File: config.mk
export PLATFORM = sky130hd
export DESIGN_NAME = uart_xmit
export DESIGN_NICKNAME = d
export VERILOG_FILES = /design/src/rtl/uart_pkg.sv /design/src/rtl/uart_baud_counter.sv /design/src/rtl/uart_xmit.sv
export SDC_FILE = /design/constraint.sdc
export NUM_CORES = 1
export LEC_CHECK = 0
export BUFFER_PORTS_ARGS = -buffer_cell sky130_fd_sc_hd__clkbuf_2
export CAP_MARGIN = 10
export CORE_MARGIN = 2
export CORE_UTILIZATION = 61
export CTS_BUF_LIST = sky130_fd_sc_hd__clkbuf_4 sky130_fd_sc_hd__clkbuf_8
export DETAILED_ROUTE_END_ITERATION = 7
export PLACE_DENSITY = 0.85
export SYNTH_ARGS = -nofsm -noshare
export SYNTH_HDL_FRONTEND = slang
export SYNTH_SLANG_ARGS = --single-unit
export TNS_END_PERCENT = 30
File: constraint.sdc
create_clock -name clk_in -period 2.9 [get_ports clk_in]
set_clock_uncertainty 0.1 [all_clocks]
set_input_delay 0.725 -clock clk_in [delete_from_list [all_inputs] [get_ports clk_in]]
set_output_delay 0.725 -clock clk_in [all_outputs]
set_load 0.01 [all_outputs]
File: src/rtl/uart_pkg.sv
// Shared types, constants and helpers for the UART transmit path (and the matching receiver).
package uart_pkg;

   localparam int unsigned UART_DATA_BITS  = 8;
   localparam logic        UART_IDLE_LEVEL = 1'b1;

   typedef enum logic [2:0] {
      IDLE   = 3'd0,
      START  = 3'd1,
      DATA   = 3'd2,
      PARITY = 3'd3,
      STOP   = 3'd4
   } uart_tx_state_t;

   // Clocks per bit; the caller must keep the result >= 2.
   function automatic int unsigned period_cycles(input int unsigned clock_speed,
                                                 input int unsigned baud_rate);
      return clock_speed / baud_rate;
   endfunction

endpackage

File: src/rtl/uart_baud_counter.sv
// Loadable bit-period down-counter: load sets PERIOD_CYCLES-1, it then counts to 0 and holds.
module uart_baud_counter #(
   parameter int unsigned PERIOD_CYCLES = 10
) (
   input  logic clk_in,
   input  logic rst_n_in,
   input  logic load_in,
   output logic tc_out
);

   localparam int unsigned     CntW    = $clog2(PERIOD_CYCLES) + 1;
   localparam logic [CntW-1:0] LoadVal = CntW'(PERIOD_CYCLES - 1);

   logic [CntW-1:0] cnt_q, cnt_d;

   always_comb begin
      cnt_d = cnt_q;
      if (load_in) begin
         cnt_d = LoadVal;
      end else if (cnt_q != '0) begin
         cnt_d = cnt_q - CntW'(1);
      end
   end

   always_ff @(posedge clk_in or negedge rst_n_in) begin
      if (!rst_n_in) begin
         cnt_q <= '0;
      end else begin
         cnt_q <= cnt_d;
      end
   end

   assign tc_out = (cnt_q == '0);

endmodule

File: src/rtl/uart_xmit.sv
// 8N1 UART transmitter with a one-byte holding buffer for gap-free back-to-back frames.
// Define UART_TX_PARITY_EN to insert a parity bit (odd when PARITY_ODD = 1) before the stop bit.
module uart_xmit
   import uart_pkg::*;
#(
   parameter int unsigned BAUD_RATE   = 9600,
   parameter int unsigned CLOCK_SPEED = 100_000_000,
   parameter bit          PARITY_ODD  = 1'b0
) (
   input  logic       clk_in,
   input  logic       rst_n_in,
   input  logic       valid_in,
   input  logic [7:0] data_in,
   output logic       ready_out,
   output logic       busy_out,
   output logic       tx_out,
   output logic [2:0] ustate
);

   localparam int unsigned PeriodCycles = period_cycles(CLOCK_SPEED, BAUD_RATE);
   localparam logic [2:0]  LastBit      = 3'(UART_DATA_BITS - 1);

   uart_tx_state_t state_q, state_d;
   logic [7:0]     shift_q, shift_d, buf_q, buf_d, load_byte;
   logic [2:0]     bit_q, bit_d;
   logic           buf_full_q, buf_full_d, ready_q, tx_q, tx_d;
   logic           xfer, load, cnt_load, tc;

`ifdef UART_TX_PARITY_EN
   logic parity_q, parity_d;
`else
   logic unused_parity_odd;
   assign unused_parity_odd = PARITY_ODD;
`endif

   uart_baud_counter #(
      .PERIOD_CYCLES(PeriodCycles)
   ) u_baud (
      .clk_in  (clk_in),
      .rst_n_in(rst_n_in),
      .load_in (cnt_load),
      .tc_out  (tc)
   );

   always_comb begin
      state_d    = state_q;
      shift_d    = shift_q;
      bit_d      = bit_q;
      buf_d      = buf_q;
      buf_full_d = buf_full_q;
      load       = 1'b0;
      xfer       = valid_in && ready_q;
      load_byte  = buf_full_q ? buf_q : data_in;

      unique case (state_q)
         IDLE: load = buf_full_q || xfer;
         START: begin
            if (tc) begin
               state_d = DATA;
               bit_d   = '0;
            end
         end
         DATA: begin
            if (tc) begin
               shift_d = {1'b0, shift_q[7:1]};
               if (bit_q == LastBit) begin
`ifdef UART_TX_PARITY_EN
                  state_d = PARITY;
`else
                  state_d = STOP;
`endif
               end else begin
                  bit_d = bit_q + 3'd1;
               end
            end
         end
`ifdef UART_TX_PARITY_EN
         PARITY: if (tc) state_d = STOP;
`endif
         STOP: begin
            if (tc) begin
               load = buf_full_q || xfer;
               if (!load) state_d = IDLE;
            end
         end
         default: state_d = IDLE;
      endcase

      // The buffered byte always goes first; otherwise an accepted byte bypasses the buffer.
      if (load) begin
         state_d = START;
         shift_d = load_byte;
         if (buf_full_q) buf_full_d = 1'b0;
      end
      if (xfer && !load) begin
         buf_d      = data_in;
         buf_full_d = 1'b1;
      end

`ifdef UART_TX_PARITY_EN
      parity_d = load ? ((^load_byte) ^ PARITY_ODD) : parity_q;
`endif

      // Line level is registered from the next state so tx_out never glitches.
      unique case (state_d)
         START:   tx_d = 1'b0;
         DATA:    tx_d = shift_d[0];
`ifdef UART_TX_PARITY_EN
         PARITY:  tx_d = parity_d;
`endif
         default: tx_d = UART_IDLE_LEVEL;
      endcase
   end

   assign cnt_load = (state_d != IDLE) && (load || ((state_q != IDLE) && tc));

   always_ff @(posedge clk_in or negedge rst_n_in) begin
      if (!rst_n_in) begin
         state_q    <= IDLE;
         shift_q    <= '0;
         bit_q      <= '0;
         buf_q      <= '0;
         buf_full_q <= 1'b0;
         ready_q    <= 1'b0;
         tx_q       <= UART_IDLE_LEVEL;
      end else begin
         state_q    <= state_d;
         shift_q    <= shift_d;
         bit_q      <= bit_d;
         buf_q      <= buf_d;
         buf_full_q <= buf_full_d;
         ready_q    <= !buf_full_d;
         tx_q       <= tx_d;
      end
   end

`ifdef UART_TX_PARITY_EN
   always_ff @(posedge clk_in or negedge rst_n_in) begin
      if (!rst_n_in) begin
         parity_q <= 1'b0;
      end else begin
         parity_q <= parity_d;
      end
   end
`endif

   assign ready_out = ready_q;
   assign busy_out  = (state_q != IDLE);
   assign tx_out    = tx_q;
   assign ustate    = state_q;

endmodule

== Word level (Yosys, flattened, before mapping) ==
Index checks and enable logic that the tools add are counted.

* $add $sub $neg: 2
* $mul: 0
* Div/mod/pow operators: 0
* Order comparisons: 0
* Equal/unequal tests: 9
* Shifts and indexed selects: 0
* Mux-type cells: 22
* Bitwise logic cells: 0
* Reduce and logical (&&, ||, !) cells: 19

{| class="wikitable"
|+ Operator list
! cell !! count
|-
| 8-bit two-way mux || 4
|-
| 15-bit two-way mux || 2
|-
| 3-bit two-way mux || 9
|-
| 15-bit zero test || 1
|-
| 15-bit nonzero test || 1
|-
| 15-bit by 1-bit subtractor with 15-bit output, second input constant || 1
|-
| 3-bit one-hot mux with 4 select lines || 1
|-
| 2-bit nonzero test || 4
|-
| 3-bit by 1-bit equality test with 1-bit output, second input constant || 2
|-
| 3-bit by 2-bit equality test with 1-bit output, second input constant || 2
|-
| 3-bit equality test, second input constant || 2
|-
| 2-bit inequality test, second input constant || 3
|-
| 3-bit one-hot mux with 2 select lines || 1
|-
| 3-bit nonzero test || 2
|-
| 1-bit logical AND || 4
|-
| 1-bit one-hot mux with 2 select lines || 2
|-
| 4-bit AND reduction || 1
|-
| 3-bit by 1-bit adder with 3-bit output, second input constant || 1
|-
| 3-bit zero test || 1
|-
| 1-bit two-way mux || 3
|-
| 1-bit zero test || 2
|-
| 1-bit logical OR || 2
|-
| 2-bit AND reduction || 1
|}

* Register bits: 40
* Latch bits: 0
* Bits in writable memories: 0
* ROM bits: 0
* Input bits: 11
* Output and inout bits: 6
* Word-level logic and storage cells: 61
* Memories: 0

== Depth between registers and ports, before layout ==
Gate-level depths: netlist (run 1).

* Word-level depth: 9
* Depth in mapped cells: 9
* Gate-level depth less buffers: 7

== Modules after synthesis ==
A second synthesis (run 1) with hierarchy kept.

* Cells, all modules: 186
* Area, all modules: 2078.2 um^2

{| class="wikitable"
|+ By module, submodules not included
! module !! times used !! cells each !! area an instance (um^2) !! sequential area each (um^2)
|-
| uart_xmit || 1 || 105 || 1268.7 || 626.9
|-
| uart_baud_counter || 1 || 81 || 809.5 || 375.4
|}

== Least setup slack after synthesis (run 1) ==
Ideal clock, no wire load.

* Kind: flip-flop to flip-flop
* From: register u_baud.cnt_q[0]
* To: register buf_q[0]
* Setup time: 0.125 ns
* Data arrival time: 1.929 ns
* Required time: 2.675 ns
* Path slack: 0.746 ns
* Stages on the path, launching flop included: 10
* Path buffers: 2
* Period minus slack after synthesis: 2.154 ns
* Cell sequence: dfrtp_1 > inv_1 > ha_1 > nor4b_2 > and4_1 > buf_4 > o21ai_4 > and3_4 > buf_6 > mux2_4

* Cells in the longest elaborated chain, start to end: 5

{| class="wikitable"
|+ RTL lines
! what !! line !! source
|-
| from (decl) || uart_baud_counter.sv:14 || <nowiki>logic [CntW-1:0] cnt_q, cnt_d;</nowiki>
|-
| from (signal assigned) || uart_baud_counter.sv:29 || <nowiki>cnt_q <= cnt_d;</nowiki>
|-
| 15-bit zero test || uart_baud_counter.sv:33 || <nowiki>assign tc_out = (cnt_q == '0);</nowiki>
|-
| 1-bit two-way mux || uart_xmit.sv:81 || <nowiki>if (tc) begin</nowiki>
|-
| 1-bit one-hot mux with 2 select lines || uart_xmit.sv:55 || <nowiki>unique case (state_q)</nowiki>
|-
| 1-bit zero test || uart_xmit.sv:95 || <nowiki>if (xfer && !load) begin</nowiki>
|-
| 1-bit logical AND || uart_xmit.sv:95 ||
|-
| to (signal assigned) || uart_xmit.sv:130 || <nowiki>buf_q <= buf_d;</nowiki>
|-
| to (decl) || uart_xmit.sv:24 || <nowiki>logic [7:0] shift_q, shift_d, buf_q, buf_d, load_byte;</nowiki>
|}

No other way between the ends.
A chain may end at the register's enable or synchronous reset.

== Final worst setup path (run 1) ==
* From: register u_baud.cnt_q[0]
* To: register buf_q[6]

The elaborated chain is that of the path after synthesis.

==> parameters.txt, run 1 <==
Parameter                              Value

Timing
  Setup repair after global routing missed its margin    false
  Worst Max-Slew Pin Slew    963 ps
  Final critical-path required period    around 2500 ps
  TNS Setup    0 ps
  Maximum clock frequency    just under 400 MHz
  Final Cycle Share    0.868
  Final Slew Violations    0
  Worst slack on hold paths    roughly 410 ps
  Normalized max-slew margin    0.358
  Hold Violations, Final    0
  Number of endpoints failing setup at the final stage    0

Finish
  Multi-input gate area    a little over 0.001 mm²
  Area growth from synthesis to layout    8.10%
  Layout Cells excl Fill    roughly 260
  Final #Nets    between 200 and 250
  Count of inserted antenna diode cells    0
  Final core utilization    0.681
  Number of inserted filler cells in the final layout    between 200 and 300
  Register area    0.00100 mm²
  Share of final-layout standard cells stronger than drive strength 1    0.193

Synthesis
  Warning count from the yosys run    0
  EDFF count, synth    0
  Synth Area per Inst    between 10 and 15 µm²
  Largest cells by area after synthesis    dfrtp_1, mux2_4, mux2i_1
  Share of the synthesized area in the top cell type    0.468
  Proportion of synthesized chip area in sequential cells    0.481
  Count of distinct cell types in the synthesized netlist    44
  Nets in the synthesized netlist    about 210
  Netlist area before placement    around 0.0021 mm²
  Number of storage elements in the synthesis netlist    40
  Leading cell type by number of instances after synthesis    dfrtp_1
  Post-synthesis instance total    194
  Top cell types by occurrence after synthesis    dfrtp_1, nor2_1, nand2_1
  Commonest register cell after synthesis    dfrtp_1
  Share of synthesized registers carrying an async set or reset    1.00
  Synth area leader    dfrtp_1

Critical path
  Required time of the critical path    3040 ps
  Crit path DAT    around 2700 ps
  Startpoint types    register
  Crit path capture type    register
  CP Max Fanout    14
  Setup slack on the worst flop-to-flop path    ~380 ps
  Worst Setup Path Type    register to register

Clocking
  CTS resizes    0
  Clock-pin slew reported for the worst setup and hold paths after clock tree synthesis    approximately 110 ps
  TritonCTS clock tree    done
  Clock root buffer    clkbuf_4
  Total CTS buffers    5
  Hold buffers post-CTS    0
  Number of buffers on the longest clock path    2
  Clock latency of the later-clocked register in the worst-skew pair    ~340 ps
  Clock sink count    40
  H-tree depth    2
  Buffers inserted by post-CTS timing repair    0

Drt
  Final routed wirelength across all metal layers    3880 µm
  Number of DRC markers in iteration 0    96
  Antenna Nets Post-Route    0
  Avg Vias per Cell    about 6
  Routed wire length per instance    between 15 and 20 µm
  Total via count in the routed design    between 1.5k and 2k
  Pre-antenna DRT Iters    5
  Detailed-route DRC error count    0

Hold path
  Min-Delay Path Class    input port to asynchronous set/reset pin

Global routing
  Total congestion overflow after global routing    0
  Global router's overall resource usage    0.225
  Maximum number of pins on one net before global-route repair    between 40 and 50
  Wire length of the first global-routing pass    between 6000 and 7000 µm
  Via count of the first global-routing pass    approximately 1.6k
  Antenna violations before repair    0

Floorplanning
  Die outline height    approximately 62 µm
  Number of core rows    21
  DIE AREA    slightly below 0.004 mm²
  Number of primary I/O pins    17
  Core Footprint    between 0.003 and 0.004 mm²
  Overall die width    around 62 µm
  Effective utilization at floorplan    0.630

Pwr
  Post-route total power    around 1.8 mW
  Worst voltage drop across the vdd grid    0.500 mV
  Cell leakage power    about 0.97 nW
  Pwr/cell area    784 mW/mm²

Placed design
  Last weighted congestion value of the routability-driven placer    slightly above 0.9
  Post-DP HPWL    between 2000 and 3000 µm
  Cell total after placement    250
  Number of port buffers    16

Outcome
  Result of the run    finished, final reports clean

Run
  Reported max-cap violation count    0
per-layer routing:
metal  up-vias  routed length [µm]  global-route usage
met4         0                 106               0.114
met5         -                   0                   0
met3        13                 197              0.0360
met2        52                1910               0.382
li1        746                   -                   -
met1       734                1670               0.279
worst paths after layout:
| check | start | endpoint | cells after the start |
|---|---|---|---|
| min in group clk_in | bit_q[0] | bit_q[0] | 1 |
| worst max-delay path | u_baud.cnt_q[0] | buf_q[6] | 7 |
| max in group asynchronous | rst_n_in | buf_q[0] | 1 |
| worst max register to register | u_baud.cnt_q[0] | buf_q[6] | 7 |
| worst min register to register | bit_q[0] | bit_q[0] | 1 |
| worst min-delay path | rst_n_in | u_baud.cnt_q[2] | 1 |
critical path, stage by stage (launching register included):
cell and delay [ps]:
dfrtp_1 430, inv_1 130, ha_1 160, nor4b_2 260, and4_1 590, o21ai_4 160
and3_4 280, mux2_4 310
power breakdown:
part           internal [mW]  switching [mW]  total [mW]
combinational          0.304           0.246       0.550
sequential             0.741           0.182       0.923
clock                  0.115           0.179       0.294
total                   1.16           0.607        1.77
cell families (layout without fill, tap and decap cells):
kind of cell	after synthesis	after routing	share of synthesized area
adder cells (fa/ha/maj)	4	4	0.0240
XOR/XNOR	11	11	0.0462
AO/OA/AOI/OAI	31	31	0.106
multiplexers	18	18	0.106
flip-flops	40	40	0.481
buffers and inverters	13	31	0.0306
AND/OR/NAND/NOR	77	77	0.206
state kept, by name (all words and copies together), names as in the netlist:
register,cells
bit_q,3
buf_full_q,1
buf_q,8
ready_out,1
shift_q,8
tx_out,1
u_baud.cnt_q,15
ustate,3
layout by cell type (no fill, tap or decap), types with 3 or more instances in the layout:
cell type and instances:
o21ai_0 6, a221o_1 6, nor4_1 3, xor2_1 5, mux2i_1 10, inv_1 5, nand4_1 5, clkbuf_4 5
xnor2_1 6, nor3_1 5, a21oi_1 10, nand3_1 6, or3_1 7, dfrtp_1 39, clkbuf_2 16, nor2_1 22
mux2_4 8, nand2_1 13, ha_1 4
metrics by stage:
stage               worst slack [ps]  area, µm²
global placement                 532       2190
detailed placement               421       2190
CTS                              390       2250
finish                           384       2250
floorplan                        746       2080
global route                     151       2250
area by class of cell:
cell class              instances  share of cell area
clock buffers                   6              0.0228
clock inverters                 2             0.00444
multi-input cells             141               0.452
flip-flops and latches         40               0.445
well taps                      46              0.0255
inverters                       5             0.00833
repair buffers                 18              0.0422
Note: power is estimated with default switching activity, not from simulation.
==> run 2: changes to the inputs <==
--- a/config.mk
+++ b/config.mk
@@ -11,7 +11,7 @@
 export CORE_UTILIZATION = 61
 export CTS_BUF_LIST = sky130_fd_sc_hd__clkbuf_4 sky130_fd_sc_hd__clkbuf_8
 export DETAILED_ROUTE_END_ITERATION = 7
-export PLACE_DENSITY = 0.85
+export PLACE_DENSITY = 0.81
 export SYNTH_ARGS = -nofsm -noshare
 export SYNTH_HDL_FRONTEND = slang
 export SYNTH_SLANG_ARGS = --single-unit
==> parameters.txt, run 2 (same netlist as run 1, synthesis figures left out) <==
Parameter                              Value

Floorplanning
  DIE AREA    0.00390 mm² (unchanged)
  Core Footprint    0.00331 mm² (unchanged)
  Overall die width    62.5 µm (unchanged)
  Number of core rows    21 (unchanged)
  Die outline height    62.5 µm (unchanged)
  Effective utilization at floorplan    0.630 (unchanged)
  Number of primary I/O pins    17 (unchanged)

Clocking
  H-tree depth    2 (unchanged)
  Clock-pin slew reported for the worst setup and hold paths after clock tree synthesis    110 ps (about the same)
  Clock sink count    40 (unchanged)
  Hold buffers post-CTS    0 (unchanged)
  Clock latency of the later-clocked register in the worst-skew pair    340 ps (about the same)
  TritonCTS clock tree    done
  Clock root buffer    clkbuf_4
  CTS resizes    0 (unchanged)
  Number of buffers on the longest clock path    2 (unchanged)
  Total CTS buffers    5 (unchanged)
  Buffers inserted by post-CTS timing repair    0 (unchanged)

Drt
  Avg Vias per Cell    5.87 (-2.0%)
  Final routed wirelength across all metal layers    3840 µm (-1.1%)
  Antenna Nets Post-Route    0 (unchanged)
  Detailed-route DRC error count    0 (unchanged)
  Total via count in the routed design    1,520 (-1.6%)
  Routed wire length per instance    14.8 µm (-1.5%)
  Number of DRC markers in iteration 0    72 (-25%)
  Pre-antenna DRT Iters    4 (-1)

Run
  Reported max-cap violation count    0 (unchanged)

Critical path
  Highest cell delay on the worst timing path    420 ps (-170 ps)
  Crit path capture type    register
  Worst Setup SP    u_baud.cnt_q[0]
  Required time of the critical path    3070 ps (+30 ps)
  Worst Setup Path Type    register to register
  Crit path DAT    2540 ps (-120 ps)
  Crit Reg-Reg Startpoint    u_baud.cnt_q[0]
  Kind of cell with the highest combined delay on the critical path    simple AND/OR/NAND/NOR gates
  Capturing point of the worst reg2reg path    tx_out
  Sum of buffers and inverters on the critical path    2 (+1)
  Crit path cell chain    inv_1, ha_1, nor4b_2, nand4_1, buf_4, a21oi_1, o221ai_1, a21oi_1
  Startpoint types    register
  Setup slack on the worst flop-to-flop path    530 ps (+150 ps)
  Capturing element of the worst setup path    tx_out
  Most frequent cell on the critical path    a21oi_1
  Number of cells on the worst reg-to-reg path    8 (+1)
  CP Max Fanout    9 (-5)
  Crit path depth    8 (+1)
  Critical path's slowest cell    dfrtp_1

Finish
  Flip-flop count of the largest register, all copies and words added    15 (unchanged)
  Final #Nets    227 (+0.44%)
  Share of final-layout standard cells stronger than drive strength 1    0.197 (+0.00379)
  Commonest cells after routing, fill and taps aside    dfrtp_1, nor2_1, clkbuf_2, nand2_1
  Biggest regs    u_baud.cnt_q: 15 flops, buf_q: 8 flops, shift_q: 8 flops
  Count of inserted antenna diode cells    0 (unchanged)
  Register area    0.00100 mm² (unchanged)
  Number of inserted filler cells in the final layout    259 (+2.0%)
  Area growth from synthesis to layout    8.70%
  Multi-input gate area    0.00102 mm² (unchanged)
  Commonest non-fill, non-tap cell in the layout    dfrtp_1
  Largest Register    u_baud.cnt_q

Timing
  Final critical-path required period    2370 ps (-147 ps)
  Hold Violations, Final    0 (unchanged)
  Final Cycle Share    0.817 (-0.0506)
  Normalized max-slew margin    0.367 (+0.00863)
  Number of endpoints failing setup at the final stage    0 (unchanged)
  Worst slack on hold paths    417 ps (+11.4 ps)
  Setup repair after global routing missed its margin    false
  Maximum clock frequency    422 MHz (+6.2%)
  TNS Setup    0 ps (unchanged)
  Worst Max-Slew Pin Slew    950 ps (-12.9 ps)
  Final Slew Violations    0 (unchanged)

Placed design
  Last weighted congestion value of the routability-driven placer    0.926 (+0.75%)
  Number of port buffers    16 (unchanged)
  Post-DP HPWL    2780 µm (-2.4%)

Hold path
  Min-Delay Path Class    input port to asynchronous set/reset pin

Global routing
  Antenna violations before repair    0 (unchanged)
  Global router's overall resource usage    0.224 (-0.000697)
  Total congestion overflow after global routing    0 (unchanged)
  Via count of the first global-routing pass    1,558 (-2.3%)
  Wire length of the first global-routing pass    6880 µm (-0.89%)
  Maximum number of pins on one net before global-route repair    41 (unchanged)

Pwr
  Pwr/cell area    781 mW/mm² (-0.44%)
  Cell leakage power    0.980 nW (+0.70%)
  Worst voltage drop across the vdd grid    0.546 mV (+9.1%)

Outcome
  Result of the run    finished, final reports clean
run 2: cell types whose count changed in the layout (fill, tap and decap cells not counted):
cell,previous run,this run
buf_4,2,3
clkinv_2,2,0
clkbuf_4,5,7
run 2: per-layer routing:
metal	up-vias	GRT usage	part of all wire	wire length, µm
met5	-	0	0	0
met4	0	0.0861	0.018	71
met3	9	0.0559	0.052	198
met2	44	0.359	0.49	1870
met1	720	0.297	0.44	1700
li1	747	-	-	-
run 2: per-stage QoR:
| step | worst slack (ps) | util | std cells | cell area, µm² | total power, mW |
|---|---|---|---|---|---|
| detailed placement | 569 | 0.664 | 251 | 2200 | 1.47 |
| finish | 531 | 0.684 | 259 | 2270 | 1.77 |
| global placement | 613 | 0.664 | 251 | 2200 | 1.44 |
| floorplan | 746 | - | 194 | 2080 | 1.33 |
| CTS | 551 | 0.684 | 259 | 2270 | 1.78 |
| global route | 345 | 0.684 | 259 | 2270 | 1.90 |
run 2: where the power goes:
group	switching [mW]	internal, mW	total [mW]
clock network	0.165	0.138	0.304
registers	0.176	0.741	0.917
logic	0.245	0.303	0.548
run 2: how the worst min path moves through the flow:
stage / endpoint / slack [ps] / cells after the start
2_1_floorplan: bit_q[0] / 330 / 0
3_3_place_gp: bit_q[1] / 370 / 2
5_1_grt: bit_q[0] / 440 / 1
3_5_place_dp: shift_q[1] / 390 / 1
6_report: shift_q[0] / 420 / 1
4_1_cts: bit_q[2] / 420 / 2
run 2: area by class of cell:
type | instances | share of cell area
well taps | 46 | 0.0254
repair buffers | 19 | 0.0453
inverters | 5 | 0.00828
flip-flops and latches | 40 | 0.442
multi-input cells | 141 | 0.449
clock buffers | 8 | 0.0293
==> run 3: changes to the inputs <==
==> constraint.sdc (replaced) <==
create_clock -name clk_in -period 2.32 [get_ports clk_in]
set_clock_uncertainty 0.1 [all_clocks]
set_input_delay 0.58 -clock clk_in [delete_from_list [all_inputs] [get_ports clk_in]]
set_output_delay 0.58 -clock clk_in [all_outputs]
set_load 0.01 [all_outputs]
==> parameters.txt, run 3 (same netlist as run 1, synthesis figures left out) <==
Parameter                              Value

Global routing
  Wire length of the first global-routing pass    7330 µm (+6.5%)
  Global router's overall resource usage    0.241 (+0.0171)
  Total congestion overflow after global routing    0 (unchanged)
  Maximum number of pins on one net before global-route repair    41 (unchanged)
  Antenna violations before repair    0 (unchanged)
  Via count of the first global-routing pass    1,629 (+4.6%)

Pwr
  Pwr/cell area    1050 mW/mm² (+35%)
  Worst voltage drop across the vdd grid    0.692 mV (+27%)
  Post-route total power    2.54 mW (+43%)
  Cell leakage power    1.05 nW (+7.2%)

Hold path
  Min-Delay Path Class    input port to asynchronous set/reset pin

Critical path
  Crit path capture type    register
  Worst Setup Path Type    register to register
  Critical path's slowest cell    or3_1
  Kind of cell with the highest combined delay on the critical path    simple AND/OR/NAND/NOR gates
  Crit path cell chain    inv_1, ha_1, nor4b_4, nand4_1, buf_4, or3_1, nand2_1, o21ai_0
  Crit path DAT    2330 ps (-210 ps)
  Highest cell delay on the worst timing path    440 ps (+20 ps)
  Startpoint types    register
  CP Max Fanout    6 (-3)
  Required time of the critical path    2450 ps (-620 ps)
  Sum of buffers and inverters on the critical path    2 (unchanged)

Drt
  Avg Vias per Cell    5.99 (+2.0%)
  Antenna Nets Post-Route    0 (unchanged)
  Pre-antenna DRT Iters    4 (unchanged)
  Detailed-route DRC error count    0 (unchanged)
  Number of DRC markers in iteration 0    115 (+60%)
  Total via count in the routed design    1,604 (+5.5%)
  Routed wire length per instance    16.1 µm (+8.6%)
  Final routed wirelength across all metal layers    4310 µm (+12%)

Floorplanning
  DIE AREA    0.00390 mm² (unchanged)
  Overall die width    62.5 µm (unchanged)
  Die outline height    62.5 µm (unchanged)
  Core Footprint    0.00331 mm² (unchanged)
  Number of core rows    21 (unchanged)
  Number of primary I/O pins    17 (unchanged)
  Effective utilization at floorplan    0.630 (unchanged)

Timing
  Final critical-path required period    2210 ps (-164 ps)
  Setup repair after global routing missed its margin    false
  Final Cycle Share    0.951 (+0.134)
  Normalized max-slew margin    0.672 (+0.305)
  Number of endpoints failing setup at the final stage    0 (unchanged)
  Final Slew Violations    0 (unchanged)
  Hold Violations, Final    0 (unchanged)
  Maximum clock frequency    453 MHz (+7.4%)
  TNS Setup    0 ps (unchanged)
  Worst Max-Slew Pin Slew    492 ps (-458 ps)
  Final Worst Setup Slack    115 ps (-416 ps)

Finish
  Commonest non-fill, non-tap cell in the layout    dfrtp_1
  Biggest regs    u_baud.cnt_q: 15 flops, buf_q: 8 flops, shift_q: 8 flops
  Share of final-layout standard cells stronger than drive strength 1    0.234 (+0.0371)
  Area growth from synthesis to layout    15.6%
  Register area    0.00100 mm² (unchanged)
  Count of inserted antenna diode cells    0 (unchanged)
  Flip-flop count of the largest register, all copies and words added    15 (unchanged)
  Largest Register    u_baud.cnt_q
  Number of inserted filler cells in the final layout    246 (-5.0%)
  Commonest cells after routing, fill and taps aside    dfrtp_1, nor2_1, clkbuf_2, nand2_1, buf_4
  Multi-input gate area    0.00103 mm² (+1.5%)
  Final core utilization    0.728 (+0.0435)
  Final #Nets    236 (+4.0%)

Outcome
  Result of the run    finished, final reports clean

Placed design
  Post-DP HPWL    2990 µm (+7.5%)
  Post-Place Worst Slack    86.2 ps (-483 ps)
  Number of port buffers    16 (unchanged)
  Last weighted congestion value of the routability-driven placer    0.864 (-6.7%)

Clocking
  Clock-pin slew reported for the worst setup and hold paths after clock tree synthesis    130 ps (+20 ps)
  TritonCTS clock tree    done
  Clock latency of the later-clocked register in the worst-skew pair    350 ps (about the same)
  Number of buffers on the longest clock path    2 (unchanged)
  Clock root buffer    clkbuf_4
  Total CTS buffers    5 (unchanged)
  H-tree depth    2 (unchanged)
  Hold buffers post-CTS    0 (unchanged)
  Clock sink count    40 (unchanged)

Run
  Reported max-cap violation count    0 (unchanged)
==> run 3: final cells by class <==
class | count | area share
Multi-Input combinational cell | 141 | 0.429
Sequential cell | 40 | 0.416
Timing Repair Buffer | 28 | 0.0706
Clock inverter | 3 | 0.0374
Tap cell | 46 | 0.0239
Clock buffer | 5 | 0.0156
Inverter | 5 | 0.00779
==> run 3: metal layers <==
metal  track usage  share of wire  routed length (µm)  vias to the layer above
li1              -              -                   -                      758
met1         0.291           0.41                1760                      792
met2         0.423           0.53                2300                       48
met3        0.0631          0.048                 206                        6
met4        0.0750          0.011                  46                        0
met5             0              0                   0                        -
==> run 3: worst paths after layout <==
check	from	end	slack (ps)	depth (start not counted)
hold reg to reg	bit_q[1]	bit_q[1]	420	2
setup / recovery	u_baud.cnt_q[0]	bit_q[2]	110	8
setup reg to reg	u_baud.cnt_q[0]	bit_q[2]	110	8
min in group clk_in	data_in[5]	buf_q[5]	380	2
hold / removal	rst_n_in	u_baud.cnt_q[2]	160	2
max in group asynchronous	rst_n_in	tx_out	1590	2
==> run 3: what timing repair did <==
action	CTS	global route
endpoints found under the setup margin	0	20
gates resized for setup	0	2
buffers inserted	0	2
==> run 3: through the flow <==
stage          hold WS [ps]  area [µm²]  cells
3_5_place_dp            392        2250    258
3_3_place_gp            371        2250    258
4_1_cts                 171        2380    266
5_1_grt                 174        2410    268
6_report                164        2410    268
2_1_floorplan           184        2080    194
==> run 3: power breakdown <==
part	switching, mW	internal [mW]	total, mW
logic	0.341	0.397	0.738
clock network	0.228	0.444	0.671
registers	0.200	0.926	1.13
total	0.768	1.77	2.54
